<file path="config.mk">
export PLATFORM = sky130hd
export DESIGN_NAME = quadtest_sysid_ext
export DESIGN_NICKNAME = d
export VERILOG_FILES = /design/src/rtl/quadtest_sysid_pkg.sv /design/src/rtl/quadtest_uptime_counter.sv /design/src/rtl/quadtest_sysid_ext.sv
export SDC_FILE = /design/constraint.sdc
export NUM_CORES = 1
export LEC_CHECK = 0
export ABC_AREA = 1
export BUFFER_PORTS_ARGS = -buffer_cell sky130_fd_sc_hd__buf_2
export CAP_MARGIN = 20
export CORE_MARGIN = 2
export CORE_UTILIZATION = 50
export DETAILED_ROUTE_END_ITERATION = 8
export GPL_TIMING_DRIVEN = 0
export PLACE_DENSITY_LB_ADDON = 0.25
export SETUP_SLACK_MARGIN = 0.1
export SKIP_CTS_REPAIR_TIMING = 1
export SLEW_MARGIN = 5
export SYNTH_ARGS = -nofsm -noshare
export SYNTH_HDL_FRONTEND = slang
export SYNTH_SLANG_ARGS = --single-unit
</file>
<file path="constraint.sdc">
create_clock -name clock -period 10.7 [get_ports clock]
set_input_delay 0.535 -clock clock [delete_from_list [all_inputs] [get_ports clock]]
set_output_delay 0.535 -clock clock [all_outputs]
set_load 0.02 [all_outputs]
</file>
<file path="src/rtl/quadtest_sysid_pkg.sv">
// Shared constants for the QuadTest system-ID / uptime slave:
// register word addresses, CTRL bit positions and READ_COUNT limit.
package quadtest_sysid_pkg;

  localparam logic [2:0] ADDR_ID      = 3'd0;
  localparam logic [2:0] ADDR_TS      = 3'd1;
  localparam logic [2:0] ADDR_UP_LO   = 3'd2;
  localparam logic [2:0] ADDR_UP_HI   = 3'd3;
  localparam logic [2:0] ADDR_SCRATCH = 3'd4;
  localparam logic [2:0] ADDR_CTRL    = 3'd5;
  localparam logic [2:0] ADDR_RD_CNT  = 3'd6;
  localparam logic [2:0] ADDR_CAPS    = 3'd7;

  localparam int CTRL_EN  = 0;
  localparam int CTRL_CLR = 1;

  localparam logic [31:0] RD_CNT_SAT = 32'hFFFF_FFFF;

endpackage

</file>
<file path="src/rtl/quadtest_uptime_counter.sv">
// Prescaled 64-bit uptime counter; one tick every PRESCALE enabled cycles.
// Ports: clock, reset (async high), en, clr (wins over tick), count[63:0].
module quadtest_uptime_counter #(
  parameter int unsigned PRESCALE = 50
) (
  input  logic        clock,
  input  logic        reset,
  input  logic        en,
  input  logic        clr,
  output logic [63:0] count
);

  localparam int unsigned PW =
    (PRESCALE > 1) ? $clog2(PRESCALE) : 1;
  localparam logic [PW-1:0] PS_LAST = PW'(PRESCALE - 1);

  logic [PW-1:0] ps_q, ps_d;
  logic [63:0]   count_q, count_d;

  always_comb begin
    ps_d    = ps_q;
    count_d = count_q;
    if (clr) begin
      ps_d    = '0;
      count_d = '0;
    end else if (en) begin
      if (ps_q == PS_LAST) begin
        ps_d    = '0;
        count_d = count_q + 64'd1;
      end else begin
        ps_d = ps_q + PW'(1);
      end
    end
  end

  always_ff @(posedge clock or posedge reset) begin
    if (reset) begin
      ps_q    <= '0;
      count_q <= '0;
    end else begin
      ps_q    <= ps_d;
      count_q <= count_d;
    end
  end

  assign count = count_q;

endmodule

</file>
<file path="src/rtl/quadtest_sysid_ext.sv">
// Avalon-MM system-ID / uptime slave with registered 1-cycle read path.
// Ports: clock, reset, address[2:0], read, write, writedata, byteenable,
//        readdata (registered), readdatavalid (1 cycle after read).
module quadtest_sysid_ext
  import quadtest_sysid_pkg::*;
#(
  parameter logic [31:0] SYSTEM_ID = 32'h0000_0066,
  parameter logic [31:0] TIMESTAMP = 32'h5AFD_7B14,
  parameter logic [31:0] CAPS      = 32'h0000_0001,
  parameter int unsigned PRESCALE  = 50
) (
  input  logic        clock,
  input  logic        reset,
  input  logic [2:0]  address,
  input  logic        read,
  input  logic        write,
  input  logic [31:0] writedata,
  input  logic [3:0]  byteenable,
  output logic [31:0] readdata,
  output logic        readdatavalid
);

  logic [63:0] uptime;
  logic        wr_acc;
  logic        clr;
  logic [31:0] rd_cnt_inc;

  logic        en_q, en_d;
  logic [31:0] scratch_q, scratch_d;
  logic [31:0] shadow_q, shadow_d;
  logic [31:0] rd_cnt_q, rd_cnt_d;
  logic [31:0] rdata_q, rdata_d;
  logic        rvalid_q, rvalid_d;

  // A read in the same cycle drops the write.
  assign wr_acc = write & ~read;
  assign clr    = wr_acc & (address == ADDR_CTRL)
                & writedata[CTRL_CLR];

  quadtest_uptime_counter #(
    .PRESCALE(PRESCALE)
  ) u_cnt (
    .clock(clock),
    .reset(reset),
    .en   (en_q),
    .clr  (clr),
    .count(uptime)
  );

  assign rd_cnt_inc = (rd_cnt_q == RD_CNT_SAT)
                    ? rd_cnt_q : rd_cnt_q + 32'd1;

  always_comb begin
    en_d      = en_q;
    scratch_d = scratch_q;
    shadow_d  = shadow_q;
    rd_cnt_d  = rd_cnt_q;
    rdata_d   = rdata_q;
    rvalid_d  = read;

    if (wr_acc && address == ADDR_SCRATCH) begin
      for (int i = 0; i < 4; i++) begin
        if (byteenable[i]) begin
          scratch_d[8*i +: 8] = writedata[8*i +: 8];
        end
      end
    end
    if (wr_acc && address == ADDR_CTRL) begin
      en_d = writedata[CTRL_EN];
    end

    if (clr) begin
      rd_cnt_d = '0;
    end else if (read) begin
      rd_cnt_d = rd_cnt_inc;
    end

    if (read) begin
      unique case (address)
        ADDR_ID:      rdata_d = SYSTEM_ID;
        ADDR_TS:      rdata_d = TIMESTAMP;
        ADDR_UP_LO: begin
          // Latch HI alongside LO so the pair is coherent.
          rdata_d  = uptime[31:0];
          shadow_d = uptime[63:32];
        end
        ADDR_UP_HI:   rdata_d = shadow_q;
        ADDR_SCRATCH: rdata_d = scratch_q;
        ADDR_CTRL:    rdata_d = {31'd0, en_q};
        // Count includes the read that returns it.
        ADDR_RD_CNT:  rdata_d = rd_cnt_inc;
        ADDR_CAPS:    rdata_d = CAPS;
      endcase
    end
  end

  always_ff @(posedge clock or posedge reset) begin
    if (reset) begin
      en_q      <= 1'b1;
      scratch_q <= '0;
      shadow_q  <= '0;
      rd_cnt_q  <= '0;
      rdata_q   <= '0;
      rvalid_q  <= 1'b0;
    end else begin
      en_q      <= en_d;
      scratch_q <= scratch_d;
      shadow_q  <= shadow_d;
      rd_cnt_q  <= rd_cnt_d;
      rdata_q   <= rdata_d;
      rvalid_q  <= rvalid_d;
    end
  end

  assign readdata      = rdata_q;
  assign readdatavalid = rvalid_q;

endmodule

</file>
# Word-level counts from Yosys, hierarchy flattened
# Index checks and enable logic that the tools add are counted.
# W data, S select, Z words.
[totals]
ff_bits = 200
input_bits = 43
out_inout_bits = 33
[op_classes]
addsub = 3
eq_ne = 9
n_mux = 10
n_bitwise = 4
reduce_logical = 12
[ops]
columns = ["op", "count"]
rows = [
  ["$pmux W32 S8", 1],
  ["$mux W64", 3],
  ["$mux W32", 3],
  ["$add A64 B1 Y64 const B", 1],
  ["$add A32 B1 Y32 const B", 1],
  ["$eq A32 B32 Y1 const B", 1],
  ["$mux W6", 3],
  ["$eq A3 B3 Y1 const B", 4],
  ["$reduce_and A2 Y1", 6],
  ["$add A6 B1 Y6 const B", 1],
  ["$eq A3 B2 Y1 const B", 2],
  ["$eq A6 B6 Y1 const B", 1],
  ["$reduce_bool A2 Y1", 3],
  ["$and A1 B1 Y1", 3],
  ["$eq A3 B1 Y1 const B", 1],
  ["$logic_not A3 Y1", 1],
  ["$logic_and A1 B1 Y1", 2],
  ["$not A1 Y1", 1],
]

# Depth between registers and ports, before layout
# Gate-level depths: netlist of the first run.
[depth]
depth_word = 6
ltp_mapped = 13
mapped_depth_nobuf = 13

# Modules after synthesis
# A second synthesis of the first run with hierarchy kept.
[unflattened]
cells_unflattened = 1561
hier_area_um2 = 11323.4
[modules_own_cells]
columns = ["module", "n_inst", "cells_per_inst", "area_per_inst_um2"]
rows = [
  ["quadtest_sysid_ext", 1, 885, 6817.8],
  ["quadtest_uptime_counter", 1, 676, 4505.6],
]

# Least setup slack after synthesis of the first run
# OpenSTA, ideal clock, no wires.
[synth_path]
path_type = "input to register"
startpoint = "input address[2]"
endpoint = "register u_cnt.count_q[13], in the netlist u_cnt.count[13]"
setup_ns = 0.119
t_arrival_ns = 1.621
required_ns = 10.581
slack_ns = 8.960
stages = 11
path_buffers = 2
cell_sequence = "buf_2 -> nand3_2 -> nor2_4 -> nand2_4 -> o21ai_2 -> buf_6 -> nand2_1 -> nor3_1 -> nand2_1 -> nand2_1 -> nor2_1"
[synth_via]
elab_chain_cells = 5
word_cells_on_any_way = 7
[synth_rtl]
columns = ["element", "line", "source"]
rows = [
  ["start, declared", "quadtest_sysid_ext.sv:14", "input logic [2:0] address,"],
  ["$eq A3 B3 Y1 *", "quadtest_sysid_ext.sv:37", "assign clr = wr_acc & (address == ADDR_CTRL)"],
  ["$and A1 B1 Y1 *", "quadtest_sysid_ext.sv:37", ""],
  ["$and A1 B1 Y1 *", "quadtest_sysid_ext.sv:38", "& writedata[CTRL_CLR];"],
  ["$reduce_bool A2 Y1 (no source line)", "n/a", ""],
  ["$reduce_and A2 Y1 (no source line)", "n/a", ""],
  ["end signal, assigned", "quadtest_uptime_counter.sv:42", "count_q <= count_d;"],
  ["end, declared", "quadtest_uptime_counter.sv:18", "logic [63:0] count_q, count_d;"],
]
# Every way passes the cells marked *; elsewhere a longest branch is shown, timed or not.
# A chain may end at the register's enable or synchronous reset.

# Final worst setup path of the first run
[layout_path]
startpoint = "register u_cnt.count_q[0], in the netlist u_cnt.count[0]"
endpoint = "register u_cnt.count_q[26], in the netlist u_cnt.count[26]"
[layout_via]
elab_chain_cells = 4
[layout_rtl]
columns = ["element", "line", "source"]
rows = [
  ["$add A64 B1 Y64", "quadtest_uptime_counter.sv:29", "count_d = count_q + 64'd1;"],
  ["$mux W64", "quadtest_uptime_counter.sv:27", "if (ps_q == PS_LAST) begin"],
  ["$mux W64", "quadtest_uptime_counter.sv:26", "end else if (en) begin"],
  ["$mux W64", "quadtest_uptime_counter.sv:23", "if (clr) begin"],
]
# No other way between the ends. The select of a mux whose other input is x is not followed.

==> results of run 1 <==
[sequential cells by signal (all words and copies together), names as in the netlist]
name           flops
en_q               1
rd_cnt_q          32
readdata          32
readdatavalid      1
scratch_q         32
shadow_q          32
u_cnt.count       64
u_cnt.ps_q         6
[layer usage]
metal / vias up / track usage [%] / part of all wire, %
met5: - / 0 / 0
met4: 0 / 16.9 / 5.6
met3: 108 / 5.35 / 7.2
met2: 449 / 51.9 / 46
met1: 5383 / 42.0 / 41
li1: 5416 / - / -
[area by class of cell]
cell class,instances,share of cell area [%]
plain buffers,55,2.02
clock buffers,17,3.33
clock inverters,15,1.26
inverters,141,4.21
multi-input cells,1218,44.0
flip-flops and latches,200,39.2
well taps,285,2.79
repair buffers,75,3.12
[report_power, final]
| group | internal, mW | switching, mW | total, mW |
|---|---|---|---|
| registers | 0.852 | 0.0883 | 0.940 |
| logic | 0.111 | 0.203 | 0.314 |
| clock network | 0.332 | 0.334 | 0.666 |
| total | 1.30 | 0.625 | 1.92 |
[worst paths after layout]
kind	from	endpoint	slack, ns
max in group asynchronous	reset	rd_cnt_q[30]	9.50
setup reg to reg	u_cnt.count[0]	u_cnt.count[26]	8.30
setup / recovery	u_cnt.count[0]	u_cnt.count[26]	8.30
min in group clock	read	readdatavalid	0.23
hold / removal	reset	readdata[0]	0.19
hold reg to reg	readdata[31]	readdata[31]	0.48
[layout by cell type (no fill, tap or decap), types with 22 or more instances in the layout]
master	instances
inv_1	137
nand2_1	569
mux2_2	22
nor2_1	210
nand3_1	101
clkbuf_1	28
o21ai_0	120
dfrtp_1	199
a21oi_1	30
buf_2	91
nand4_1	54
[through the flow]
step,hold WS [ns],instance area [µm²],setup WS [ns]
2_1_floorplan,0.453,11400,4.71
3_3_place_gp,0.457,12100,2.29
3_5_place_dp,0.461,12200,8.28
4_1_cts,0.218,12800,8.38
5_1_grt,0.219,12800,8.11
6_report,0.186,12800,8.30
[kinds of logic (layout without fill, tap and decap cells)]
group / Yosys count / in the layout / synth area share [%]
AO/OA/AOI/OAI: 206 / 206 / 10.2
XOR/XNOR: 10 / 10 / 0.767
adder cells (fa/ha/maj): 4 / 4 / 0.438
buffers and inverters: 196 / 303 / 6.89
flip-flops: 200 / 200 / 43.9
multiplexers: 22 / 22 / 2.17
AND/OR/NAND/NOR: 976 / 976 / 35.7
==> flow_summary.json, run 1 <==
{
  "status": "finished, final reports clean",
  "vdd_drop_max_v": 0.0000918,
  "viasPerCell": 5.66,
  "arrival_ns": 2.70,
  "crit_path_frequent_cell": "nand2_1",
  "synth.net_count": 1661,
  "ys.flop_type": "dfrtp_1",
  "drt_wl_total_um": 38200,
  "period_minus_slack_ns": 2.40,
  "min_path_type": "input port to asynchronous set/reset pin",
  "path_class": "register to register",
  "critPathMaxFanout": 7,
  "die_w_um": 155,
  "dieHeight_um": 155,
  "crit_slowest_cell": "dfrtp_1",
  "seqCellArea_um2": 5010,
  "cts_tree": "done",
  "synth.most_common_cell": "nand2_1",
  "yosysWarnings": 0,
  "path_delay_family": "simple AND/OR/NAND/NOR gates",
  "fmax_ghz": 0.417,
  "hold_viol": 0,
  "globalplace.congestion": 1.01,
  "syn2layout_area_growth_pct": 11.8,
  "synth_top_area_cell": "dfrtp_1",
  "vias": 11400,
  "antenna_found_initial": 0,
  "path_clk_slew_ns": 0.08,
  "worst-path-stages": 10,
  "yosysTopAreaCellShare_pct": 43.6,
  "leakage_nw": 5.86,
  "cp_num_buf_inv": 2,
  "htree_levels": 4,
  "fin_util_pct": 56.7,
  "grt_usage_pct": 32.3,
  "fin_tns_setup_ns": 0,
  "netlist_area_um2": 11400,
  "r2r_cells": 10,
  "row_count": 55,
  "drv_slew": 0,
  "start_util_pct": 50.7,
  "synth_edf_count": 0,
  "avgSynthCellArea_um2": 7.07,
  "synth_area_leaders": "dfrtp_1 44%, nand2_1 19%, nor2_1 6.9%, o21ai_0 5.3%, inv_1 4.5%",
  "cts_buffer_depth": 2,
  "slew_headroom_pct": 41.1,
  "grt-ovfl-total": 0,
  "drt_iter0_markers": 1138,
  "io_pins": 76,
  "io_buffers": 74,
  "grt_max_degree": 114,
  "finClkSkew_ns": 0.0116,
  "worstPathCellList": "ha_1 -> inv_1 -> nor2_2 -> nand2_1 -> nor2_1 -> nand2_1 -> inv_1 -> nand2_1 -> nand4_1 -> o21ai_0",
  "fin_nets": 1755,
  "tightest_slew_ns": 0.877,
  "cp-start-kind": "register",
  "cts_num_sinks": 200,
  "antenna_cells": 0,
  "cts_root_buf": "clkbuf_16",
  "route.detailed.drc": 0,
  "dp_cells": 1974,
  "grt_first_pass_wirelength_um": 59100,
  "setup_viol": 0,
  "numCtsBuffers": 17,
  "design.core.area_um2": 22500,
  "first_global_vias": 10800,
  "hpwl_um": 29500,
  "drv_cap": 0,
  "total_power_mw": 1.92,
  "drive_gt1_share_pct": 10.6,
  "critPathMaxStageDelay_ns": 0.49,
  "async_reset_ff_share_pct": 100,
  "die_area_um2": 24100,
  "ys_ff_latch": 200,
  "multi_input_area_um2": 5620,
  "wire_per_inst_um": 19.0,
  "fin_cells": 2006,
  "dr.pass1.iters": 7,
  "synth_cell_types": 38,
  "ant_nets": 0,
  "fillers": 2218,
  "fin_crit_sh_pct": 22.4,
  "synth_common_cells": "569 x nand2_1, 210 x nor2_1, 199 x dfrtp_1",
  "p_per_area_nw_per_um2": 150,
  "synth_cells": 1614,
  "rsz0062_at_grt": "false",
  "seq_area_frac_synth_pct": 43.9,
  "insertion_delay_ns": 0.45,
  "critPathCaptureType": "register",
  "required_ns": 11.00
}
No activity file was read; power rests on OpenSTA's default activity.
==> run 2: changes to the inputs <==
--- a/config.mk
+++ b/config.mk
@@ -5,7 +5,7 @@
 export SDC_FILE = /design/constraint.sdc
 export NUM_CORES = 1
 export LEC_CHECK = 0
-export ABC_AREA = 1
+export ABC_AREA = 0
 export BUFFER_PORTS_ARGS = -buffer_cell sky130_fd_sc_hd__buf_2
 export CAP_MARGIN = 20
 export CORE_MARGIN = 2
==> constraint.sdc (replaced) <==
create_clock -name clock -period 2.3 [get_ports clock]
set_input_delay 0.115 -clock clock [delete_from_list [all_inputs] [get_ports clock]]
set_output_delay 0.115 -clock clock [all_outputs]
set_load 0.02 [all_outputs]
==> flow_summary.json, run 2 <==
{
  "critPathCapture": "rd_cnt_q[6]",
  "start_util_pct": 50.8,
  "fin_cells": 1519,
  "critPathCaptureType": "register",
  "path_delay_family": "simple AND/OR/NAND/NOR gates",
  "top_layer": "met4",
  "r2r_cells": 8,
  "crit_path_frequent_cell": "nand4_1",
  "leakage_nw": 5.84,
  "cts_buffer_depth": 2,
  "grt_usage_pct": 26.3,
  "worstPathCellList": "nand4_1 -> nor3_4 -> nand4_1 -> buf_6 -> buf_4 -> nand3_2 -> xor2_2 -> mux2i_1",
  "cp-startpoint": "rd_cnt_q[5]",
  "htree_levels": 4,
  "slew_headroom_pct": 38.4,
  "antenna_found_initial": 0,
  "drv_slew": 0,
  "finClkSkew_ns": 0.00963,
  "worst-path-stages": 8,
  "largest_register_ffs": 64,
  "critPathMaxStageDelay_ns": 0.42,
  "seq_area_frac_synth_pct": 48.7,
  "status": "finished, violations left",
  "synth_cell_types": 61,
  "drv_cap": 0,
  "fmax_ghz": 0.412,
  "row_count": 52,
  "rr_endpoint": "rd_cnt_q[6]",
  "grt-ovfl-total": 0,
  "dieHeight_um": 147,
  "min_path_type": "input port to register",
  "fin_nets": 1284,
  "cts_root_buf": "clkbuf_16",
  "cts_num_sinks": 200,
  "rsz0062_at_grt": "true",
  "r2r_start": "rd_cnt_q[5]",
  "period_minus_slack_ns": 2.43,
  "tightest_slew_ns": 0.920,
  "critPathMaxFanout": 5,
  "viasPerCell": 5.94,
  "path_class": "register to register",
  "finalWorstSetupSlack_ns": -0.130,
  "design.core.area_um2": 20200,
  "synth_top_area_cell": "dfrtp_1",
  "cts_tree": "done",
  "synth_area_leaders": "dfrtp_1 48%, mux2_2 7.1%, nor2_1 4.1%, xnor2_1 4.1%, nand2_1 3.5%",
  "route.detailed.drc": 0,
  "drive_gt1_share_pct": 28.5,
  "ys_ff_latch": 200,
  "violations": "setup timing",
  "final_common_cell": "dfrtp_1",
  "netlist_area_um2": 10300,
  "synth_cells": 1042,
  "r2r_setup_slack_ns": -0.13,
  "fin_crit_sh_pct": 106,
  "hold_viol": 0,
  "synth.most_common_cell": "dfrtp_1",
  "synth_common_cells": "199 x dfrtp_1, 112 x nor2_1, 96 x nand2_1",
  "numCtsBuffers": 17,
  "avgSynthCellArea_um2": 9.87,
  "vdd_drop_max_v": 0.000382,
  "first_global_vias": 8058,
  "layout_common_cells": "177 x dfrtp_1, 107 x nor2_1, 94 x nand2_1",
  "p_per_area_nw_per_um2": 787,
  "die_area_um2": 21700,
  "grt_max_degree": 41,
  "antenna_cells": 0,
  "ys.flop_type": "dfrtp_1",
  "vias": 9028,
  "grt_first_pass_wirelength_um": 44200,
  "die_w_um": 147,
  "drt_wl_total_um": 30900,
  "synth_edf_count": 0,
  "hpwl_um": 20800,
  "io_pins": 76,
  "insertion_delay_ns": 0.44,
  "path_clk_slew_ns": 0.07,
  "required_ns": 2.59,
  "place_area_um2": 11100,
  "setup_viol": 15,
  "globalplace.congestion": 0.940,
  "wl_met1_um": 12800,
  "met2_wirelength_um": 15100,
  "pre_cts_ws_ns": -0.751,
  "yosysWarnings": 0,
  "cp_num_buf_inv": 2,
  "met3_length_um": 1890,
  "async_reset_ff_share_pct": 100,
  "io_buffers": 73,
  "cp-start-kind": "register",
  "drt_iter0_markers": 744,
  "crit_slowest_cell": "dfrtp_1",
  "dr.pass1.iters": 5,
  "arrival_ns": 2.72,
  "fin_area_um2": 13100,
  "wire_per_inst_um": 20.3,
  "syn2layout_area_growth_pct": 27.2,
  "dp_cells": 1393,
  "fin_tns_setup_ns": -0.824,
  "synth.net_count": 1089,
  "yosysTopAreaCellShare_pct": 48.4,
  "ant_nets": 0
}
==> run 2: cell types whose count changed after synthesis, moves of 31 or more <==
cell,delta
a21oi_1,+36
mux2i_1,+31
mux2_2,+43
nor2_1,-98
xnor2_1,+45
nand3_1,-56
inv_1,-121
o21ai_0,-99
nand2_1,-473
==> run 2: cells by family (layout without fill, tap and decap cells) <==
logic type               count (synthesis)  count (layout)  synth area share (%)
AND/OR/NAND/NOR                        427             427                  20.8
flip-flops                             200             200                  48.7
AO/OA/AOI/OAI                          156             156                  9.86
multiplexers                            96              96                  10.1
XOR/XNOR                                82              82                  6.98
buffers and inverters                   77             284                  3.08
adder cells (fa/ha/maj)                  4               4                 0.487
==> run 2: power by group <==
| group | switching [mW] | total (mW) | internal [mW] |
|---|---|---|---|
| Clock | 1.35 | 3.16 | 1.81 |
| Sequential | 0.712 | 4.87 | 4.16 |
| Combinational | 1.19 | 2.26 | 1.07 |
| Total | 3.25 | 10.3 | 7.05 |
==> run 2: worst register-to-register path: cells and delay by family (launching register included) <==
family,cells,cell delay (ns)
XOR/XNOR,1,0.19
buffers and inverters,2,0.41
multiplexers,1,0.12
AND/OR/NAND/NOR,4,1.15
flip-flops,1,0.42
==> run 2: layout make-up <==
cell class / count / area [µm²]
fill: 1547 / 7160
sequential: 200 / 5030
clock inverter: 13 / 178
buffer: 56 / 295
multi-input combinational: 765 / 5390
inverter: 19 / 75.1
clock buffer: 18 / 429
tap: 270 / 338
timing repair buffer: 178 / 1340
==> run 2: stage by stage <==
step	power (mW)	hold WS [ns]	util [%]
final	10.3	0.136	64.6
after global routing	10.8	0.174	64.6
after CTS	9.82	-0.203	57.9
after detailed placement	6.70	0.251	54.9
after floorplan	6.07	0.146	-
after global placement	6.60	0.248	54.4
==> run 2: worst min path at each step <==
stage               endpoint  cells after the start  startpoint  slack (ns)
6_report         readdata[2]                      4  address[0]        0.14
5_1_grt          readdata[2]                      4  address[0]        0.17
4_1_cts        readdatavalid                      1        read       -0.20
3_5_place_dp   readdatavalid                      1        read        0.25
3_3_place_gp   readdatavalid                      1        read        0.25
2_1_floorplan  readdatavalid                      0        read        0.15
==> run 2: metal layers <==
metal | global-route usage (%) | vias to the layer above
met5 | 0 | -
met2 | 41.9 | 403
met3 | 4.26 | 76
met4 | 12.1 | 0
met1 | 35.6 | 4437
li1 | - | 4112
